===== src/rtl/timer_prescaler_pkg.sv =====
// ---------------------------------------------------------------------------
// timer_prescaler_pkg
// Shared definitions for the timer clock-enable prescaler:
//   - CKS divisor-select encodings (/2, /4, /8, /16)
//   - default width of the prescale counter
//   - the per-edge action enum used by the prescaler's next-state logic
//   - divisorOf(): divide ratio N for a CKS code, used by benches and status
// ---------------------------------------------------------------------------
package timer_prescaler_pkg;

   // Default prescale counter width; 4 bits is the minimum that reaches /16.
   localparam int PSC_W_DEFAULT = 4;

   // Divisor select encodings as seen on the cks input.
   localparam logic [1:0] CKS_DIV2  = 2'b00;
   localparam logic [1:0] CKS_DIV4  = 2'b01;
   localparam logic [1:0] CKS_DIV8  = 2'b10;
   localparam logic [1:0] CKS_DIV16 = 2'b11;

   // What the prescaler does on a given rising edge, highest priority first:
   // an explicit clear, a restart caused by a divisor change, a hold while
   // disabled, or a normal count step.
   typedef enum logic [1:0] {
      PSC_CLEAR   = 2'd0,
      PSC_RESTART = 2'd1,
      PSC_HOLD    = 2'd2,
      PSC_COUNT   = 2'd3
   } pscAction_e;

   // Divide ratio N = 2^(cks + 1) for a divisor select code.
   function automatic int divisorOf(input logic [1:0] cksSel);
      return 2 << cksSel;
   endfunction

endpackage


===== src/rtl/timer_prescaler.sv =====
// ---------------------------------------------------------------------------
// timer_prescaler
// Clock-enable generator feeding the 8-bit timer counter. Divides clk by
// 2, 4, 8 or 16 and emits a registered, single-cycle clk_ena pulse once per
// selected period. Supports enable gating (phase is frozen while disabled),
// a synchronous clear strobe, and glitch-free divisor change (a change of
// cks restarts the period so no pulse is lost or doubled).
//
// Ports:
//   clk      in   system clock, rising edge
//   rst_n    in   asynchronous active-low reset
//   enable   in   1 = count, 0 = hold counter and force clk_ena low
//   cks      in   divisor select (00=/2, 01=/4, 10=/8, 11=/16)
//   psc_clr  in   synchronous clear strobe for the prescale counter
//   clk_ena  out  one-clk-wide enable pulse to the timer counter
//   psc_cnt  out  current prescale counter value (status/debug)
// ---------------------------------------------------------------------------
module timer_prescaler
   import timer_prescaler_pkg::*;
#(
   parameter int PSC_W = PSC_W_DEFAULT
) (
   input  logic             clk,
   input  logic             rst_n,
   input  logic             enable,
   input  logic [1:0]       cks,
   input  logic             psc_clr,
   output logic             clk_ena,
   output logic [PSC_W-1:0] psc_cnt
);

   logic [PSC_W-1:0] pscCnt_q;
   logic [PSC_W-1:0] pscCnt_d;
   logic             clkEna_q;
   logic             clkEna_d;
   logic [1:0]       cks_q;
   logic [1:0]       cks_d;

   logic [PSC_W-1:0] phaseMask;
   logic             phaseTerminal;
   pscAction_e       action;

   // Build a mask covering psc_cnt[k:0] with k = cks_q. The period of the
   // pulse is set by how many low bits must all be ones, so the same free
   // running counter serves every divisor and simply wraps at 2^PSC_W.
   always_comb begin
      phaseMask = '0;
      for (int i = 0; i < PSC_W; i++) begin
         if (i <= int'(cks_q)) begin
            phaseMask[i] = 1'b1;
         end
      end
   end

   // The current edge closes a period when every masked bit is one.
   always_comb begin
      phaseTerminal = ((pscCnt_q & phaseMask) == phaseMask);
   end

   // Decide what this edge does. A clear beats a divisor change, which beats
   // the enable hold; comparing cks against its registered copy is what
   // detects a divisor change.
   always_comb begin
      action = PSC_COUNT;
      if (psc_clr) begin
         action = PSC_CLEAR;
      end else if (cks != cks_q) begin
         action = PSC_RESTART;
      end else if (!enable) begin
         action = PSC_HOLD;
      end
   end

   // Next-state logic. Clear and restart behave identically: the counter
   // starts a fresh period under the newly latched divisor, so the first
   // pulse after a change lands exactly N_new edges later. clk_ena defaults
   // low, which is what guarantees it can never stay high for two cycles:
   // after a pulse the low bits are all zero again.
   always_comb begin
      pscCnt_d = pscCnt_q;
      clkEna_d = 1'b0;
      cks_d    = cks_q;
      case (action)
         PSC_CLEAR, PSC_RESTART: begin
            pscCnt_d = '0;
            cks_d    = cks;
         end
         PSC_HOLD: begin
            pscCnt_d = pscCnt_q;
         end
         PSC_COUNT: begin
            clkEna_d = phaseTerminal;
            pscCnt_d = pscCnt_q + PSC_W'(1);
         end
         default: begin
            pscCnt_d = pscCnt_q;
         end
      endcase
   end

   // State registers. Reset is asynchronous so a pulse in flight is killed
   // immediately, and cks_q returns to the /2 encoding.
   always_ff @(posedge clk or negedge rst_n) begin
      if (!rst_n) begin
         pscCnt_q <= '0;
         clkEna_q <= 1'b0;
         cks_q    <= CKS_DIV2;
      end else begin
         pscCnt_q <= pscCnt_d;
         clkEna_q <= clkEna_d;
         cks_q    <= cks_d;
      end
   end

   assign clk_ena = clkEna_q;
   assign psc_cnt = pscCnt_q;

endmodule


===== config.mk =====
export PLATFORM = sky130hd
export DESIGN_NAME = timer_prescaler
export DESIGN_NICKNAME = d
export VERILOG_FILES = /design/src/rtl/timer_prescaler_pkg.sv /design/src/rtl/timer_prescaler.sv
export SDC_FILE = /design/constraint.sdc
export NUM_CORES = 1
export LEC_CHECK = 0
export ABC_AREA = 0
export CAP_MARGIN = 5
export CORE_AREA = 2 2 39 41
export DETAILED_ROUTE_END_ITERATION = 10
export DIE_AREA = 0 0 41 43
export PLACE_DENSITY_LB_ADDON = 0.25
export SLEW_MARGIN = 5
export SYNTH_ARGS = -nofsm -noshare
export SYNTH_HDL_FRONTEND = slang
export SYNTH_SLANG_ARGS = --single-unit

===== constraint.sdc =====
create_clock -name clk -period 1.5 [get_ports clk]
set_input_delay 0.3 -clock clk [delete_from_list [all_inputs] [get_ports clk]]
set_output_delay 0.3 -clock clk [all_outputs]
set_load 0.03 [all_outputs]

# Yosys cells after proc, flatten, opt, wreduce, memory -nomap -nowiden
# Index checks and enable logic that the tools add are counted.
dict set report word_totals {
  reg_bits 7
  out_inout_bits 5
  inputBits 6
}
dict set report classes {
  n_eq_ne 5
  n_addsub 1
  mux 8
  n_bitwise 1
  order_cmp 3
  n_reduce_logical 2
}
# cell n
set op_table {}
lappend op_table {{4-bit case mux with 2 select lines} 1}
lappend op_table {{1-bit 2-to-1 mux} 5}
lappend op_table {{4-bit by 1-bit adder with 4-bit output, second input constant} 1}
lappend op_table {{4-bit bitwise AND} 1}
lappend op_table {{2-bit == test, second input constant} 2}
lappend op_table {{4-bit == test} 1}
lappend op_table {{2-bit <= comparator, first input constant} 2}
lappend op_table {{2-bit 2-to-1 mux} 2}
lappend op_table {{2-bit by 1-bit == test with 1-bit output, second input constant} 1}
lappend op_table {{1-bit by 2-bit <= comparator with 1-bit output, first input constant} 1}
lappend op_table {{2-bit logical NOT} 1}
lappend op_table {{2-bit != test} 1}
lappend op_table {{2-bit OR reduction} 1}

# Depth between registers and ports, before layout
dict set report depth {
  ltp_word 6
  ltp_mapped 4
  mapped_depth_nobuf 4
}

# Worst setup path after synthesis
# Ideal clock, no wire load.
dict set report synth_timing {
  kind {register to register}
  startpoint {reg cks_q[1]}
  endpoint {reg clkEna_q, in the netlist clk_ena}
  n_path_buf 0
  stages_incl_launch_ff 4
  slack_ns 0.303
  arrival_time_ns 1.111
  path_cell_list {dfrtp_1 xor2_1 or3_4 a211oi_2}
}
dict set report synth_via {
  elab_chain_len 5
}
# item line
set synth_rtl {}
lappend synth_rtl {{start: declaration} timer_prescaler.sv:36} ;# logic [1:0] cks_q;
lappend synth_rtl {{start signal: assignment} timer_prescaler.sv:111} ;# cks_q <= cks_d;
lappend synth_rtl {{1-bit by 2-bit <= comparator with 1-bit output, or another cell as far along} timer_prescaler.sv:49} ;# if (i <= int'(cks_q)) begin
lappend synth_rtl {{1-bit 2-to-1 mux or 2-bit 2-to-1 mux (tied branches)} {timer_prescaler.sv:49, timer_prescaler.sv:67}}
lappend synth_rtl {{4-bit bitwise AND or 2-bit 2-to-1 mux (tied branches)} {timer_prescaler.sv:57, timer_prescaler.sv:65}}
lappend synth_rtl {{4-bit == test or 2-bit == test (tied branches)} {timer_prescaler.sv:57, timer_prescaler.sv:83}}
lappend synth_rtl {{1-bit 2-to-1 mux *} timer_prescaler.sv:83} ;# case (action)
lappend synth_rtl {{via clkEna_d} timer_prescaler.sv:35} ;# logic clkEna_d;
lappend synth_rtl {{end signal: assignment} timer_prescaler.sv:110} ;# clkEna_q <= clkEna_d;
lappend synth_rtl {{end: declaration} timer_prescaler.sv:34} ;# logic clkEna_q;
# Mark *: on every way through the listed nets, which the timed path passes. The rest lies on a longest branch.
# A chain may end at the register's enable or synchronous reset.

# Worst setup path in the final report
dict set report layout_timing {
  startpoint {reg pscCnt_q[2], in the netlist psc_cnt[2]}
  endpoint {out psc_cnt[2]}
}
# item line
set layout_rtl {}
lappend layout_rtl {{start: declaration} timer_prescaler.sv:32} ;# logic [PSC_W-1:0] pscCnt_q;
lappend layout_rtl {{start signal: assignment} timer_prescaler.sv:109} ;# pscCnt_q <= pscCnt_d;
lappend layout_rtl {{end: declaration} timer_prescaler.sv:29} ;# output logic [PSC_W-1:0] psc_cnt
# No word-level cell between the ends.

==> flow_summary.ini <==
[power_and_ir_drop]
switchingPower_mw = 0.0915
intPower_mw = 0.317
ir_drop_uv = 226
clkPwrFrac_pct = 41.7
seqPwrFrac_pct = 48.1
p_sw_share_pct = 22.4
leakagePower_nw = 0.227
power.share.combinational_pct = 10.3
p_total_mw = 0.409
power.density_mw_per_mm2 = 878

[die]
fp-row-count = 14
die-area_mm2 = 0.00176
num_io_pins = 11
core_area_mm2 = 0.00138
initial_core_util_pct = 23.0
die_x_um = 41
die_h_um = 43

[place]
dpl_cell_area_um2 = 445
dp_slack_ps = -77.9
gp_congestion = 0.677
io_buffers = 10
dpl.hpwl_um = 460

[detailed_routing]
drt-total-wl_um = 591
drtPass1Iterations = 2
drt.antenna.violating_nets = 0
drc = 0
avgViaCountPerCell = 4.17
routedWlPerCell_um = 10.2
dr.first_iter.drc_count = 2
num_vias = 242

[logic_synthesis]
synth.area.top_cells = dfrtp_1, xor2_1, nor2_1
yosys_warnings = 0
syn_area_um2 = 318
synth_top_area_cell = dfrtp_1
yosysTopAreaCellShare_pct = 55.1
syn-num-nets = 35
avgSynthCellArea_um2 = 11.4
ys_seq_area_share_pct = 55.1
synth_cell_types = 14
postSynthCellCount = 28
ys_ff_latch = 7

[critical_path]
crit_cells = 1
crit_buf_inv = 1
worstSetupStartpoint = psc_cnt[2]
critPathMaxStageDelay_ps = 410
crit_fanout = 4
cp-start-kind = flip-flop
reg2reg_depth = 3
crit_slowest_cell = dlygate4sd2_1
critPathKind = flip-flop to output port
endpoint = psc_cnt[2]
critPathRequiredTime_ps = 1200
path_delay_family = buffers and inverters
r2r_end = clk_ena
cp_cell_sequence = dlygate4sd2_1
regToRegStartpoint = cks_q[1]
endpoint_kind = output port
ff2ff_setup_slack_ps = 250
cp.arrival_ps = 1050

[finish]
n_antenna_cell = 0
final_cell_area_um2 = 465
drive_gt1_share_pct = 16.7
areaGrowthSynthToFinish_pct = 46.5
finish.net_count = 50
fill_cells = 146

[clock_tree]
cts.repair.resized = 5
cts_tree = done
clkSinkCount = 7
clk_pin_slew_ps = 50
ctsHoldBuffers = 0
cts-root-buf = clkbuf_4
cts-htree-levels = 1
clock_latency_ps = 250
numCtsBuffers = 3
clk_path_buf_depth = 2
postCtsSetupBuffers = 0

[timing]
period_share_pct = 90.0
finalSetupTns_ps = 0
setup_viol = 0
slew_viol_final = 0
relSlewSlack_pct = 78.0
rsz0062_at_grt = no
min_period_ps = 1350
setup_ws_ps = 151
max_freq_mhz = 741
finalHoldViolCount = 0
timing.hold.ws_ps = 313
worst_pin_slew_ps = 330
fin_skew_ps = 3.36

[global_routing]
grt_pass1_vias = 236
antenna_found_initial = 0
track_usage_pct = 9.39
grt_pass1_wl_um = 986
grt_overflow_total = 0
grt_max_degree = 8

[outcome]
status = complete, no violations

[flow_run]
drv_cap = 0

[hold_path]
hold_path_class = input pin to async pin
worst min-delay path by stage:
stage | from | endpoint
after floorplan | rst_n | cks_q[0]
after global placement | cks_q[1] | clk_ena
after detailed placement | cks_q[1] | clk_ena
after CTS | rst_n | psc_cnt[3]
after global routing | rst_n | psc_cnt[3]
final | rst_n | psc_cnt[3]
registers in the layout (all words and copies together) (netlist names):
signal,flops
cks_q,2
clk_ena,1
psc_cnt,4
per-layer routing:
layer | track usage (%) | wire length [um] | up-vias | part of all wire (%)
li1 | - | - | 119 | -
met1 | 9.18 | 251 | 118 | 42
met2 | 12.8 | 305 | 5 | 52
met3 | 4.71 | 34 | 0 | 5.8
met4 | 10.0 | 0 | 0 | 0
met5 | 0 | 0 | - | 0
kinds of logic (layout without fill, tap and decap cells):
group / after synthesis / after routing / synth area share (%)
DFF: 7 / 7 / 55.1
xor gates and xnor gates: 5 / 5 / 13.8
muxes: 1 / 1 / 3.15
and+or+nand+nor: 8 / 8 / 12.6
adders and majority gates: 1 / 1 / 3.94
AOI/OAI and AO/OA: 3 / 3 / 7.87
buffers and inverters: 3 / 17 / 3.54
through the flow:
stage                     util [%]  cells
after global routing          33.6     58
after CTS                     33.6     58
after detailed placement      32.2     54
after global placement        32.2     54
final                         33.6     58
after floorplan                  -     28
synthesized netlist by cell type:
| master | instances |
|---|---|
| o211ai_1 | 1 |
| dfrtp_1 | 7 |
| nor2_1 | 5 |
| mux2i_1 | 1 |
| xor2_1 | 4 |
| xnor2_1 | 1 |
| inv_1 | 1 |
| ha_1 | 1 |
| or3_4 | 1 |
| a211oi_2 | 1 |
| nand4_1 | 1 |
| clkbuf_1 | 2 |
| nand2_1 | 1 |
| o21ai_0 | 1 |
cell type report:
type | count | area (um^2) | area share [%]
inverter | 1 | 3.75 | 0.806
clock buffer | 4 | 26.3 | 5.65
multi-input combinational | 18 | 131 | 28.2
sequential | 7 | 175 | 37.6
tap | 16 | 20.0 | 4.30
timing repair buffer | 12 | 109 | 23.4
cells in the final DEF, fill, tap and decap left out:
| cell | netlist | layout |
|---|---|---|
| dfrtp_1 | 7 | 7 |
| nor2_1 | 5 | 5 |
| clkdlybuf4s50_1 | 0 | 5 |
| dlygate4sd2_1 | 0 | 5 |
| xor2_1 | 4 | 4 |
| clkbuf_4 | 0 | 3 |
| buf_4 | 0 | 2 |
| inv_1 | 1 | 1 |
| o21ai_0 | 1 | 1 |
| or3_4 | 1 | 1 |
| o211ai_1 | 1 | 1 |
| a211oi_2 | 1 | 1 |
| mux2i_1 | 1 | 1 |
| xnor2_1 | 1 | 1 |
| nand2_1 | 1 | 1 |
| nand4_1 | 1 | 1 |
| ha_1 | 1 | 1 |
| clkbuf_1 | 2 | 1 |
power by group through the flow:
| stage | logic (mW) | registers, mW | clock network, mW |
|---|---|---|---|
| after floorplan | 0.0146 | 0.203 | 0 |
| after global placement | 0.0429 | 0.200 | 0 |
| after detailed placement | 0.0437 | 0.200 | 0 |
| after CTS | 0.0428 | 0.196 | 0.183 |
| after global routing | 0.0463 | 0.197 | 0.197 |
| final | 0.0419 | 0.197 | 0.170 |
No activity file was read; power rests on OpenSTA's default activity.
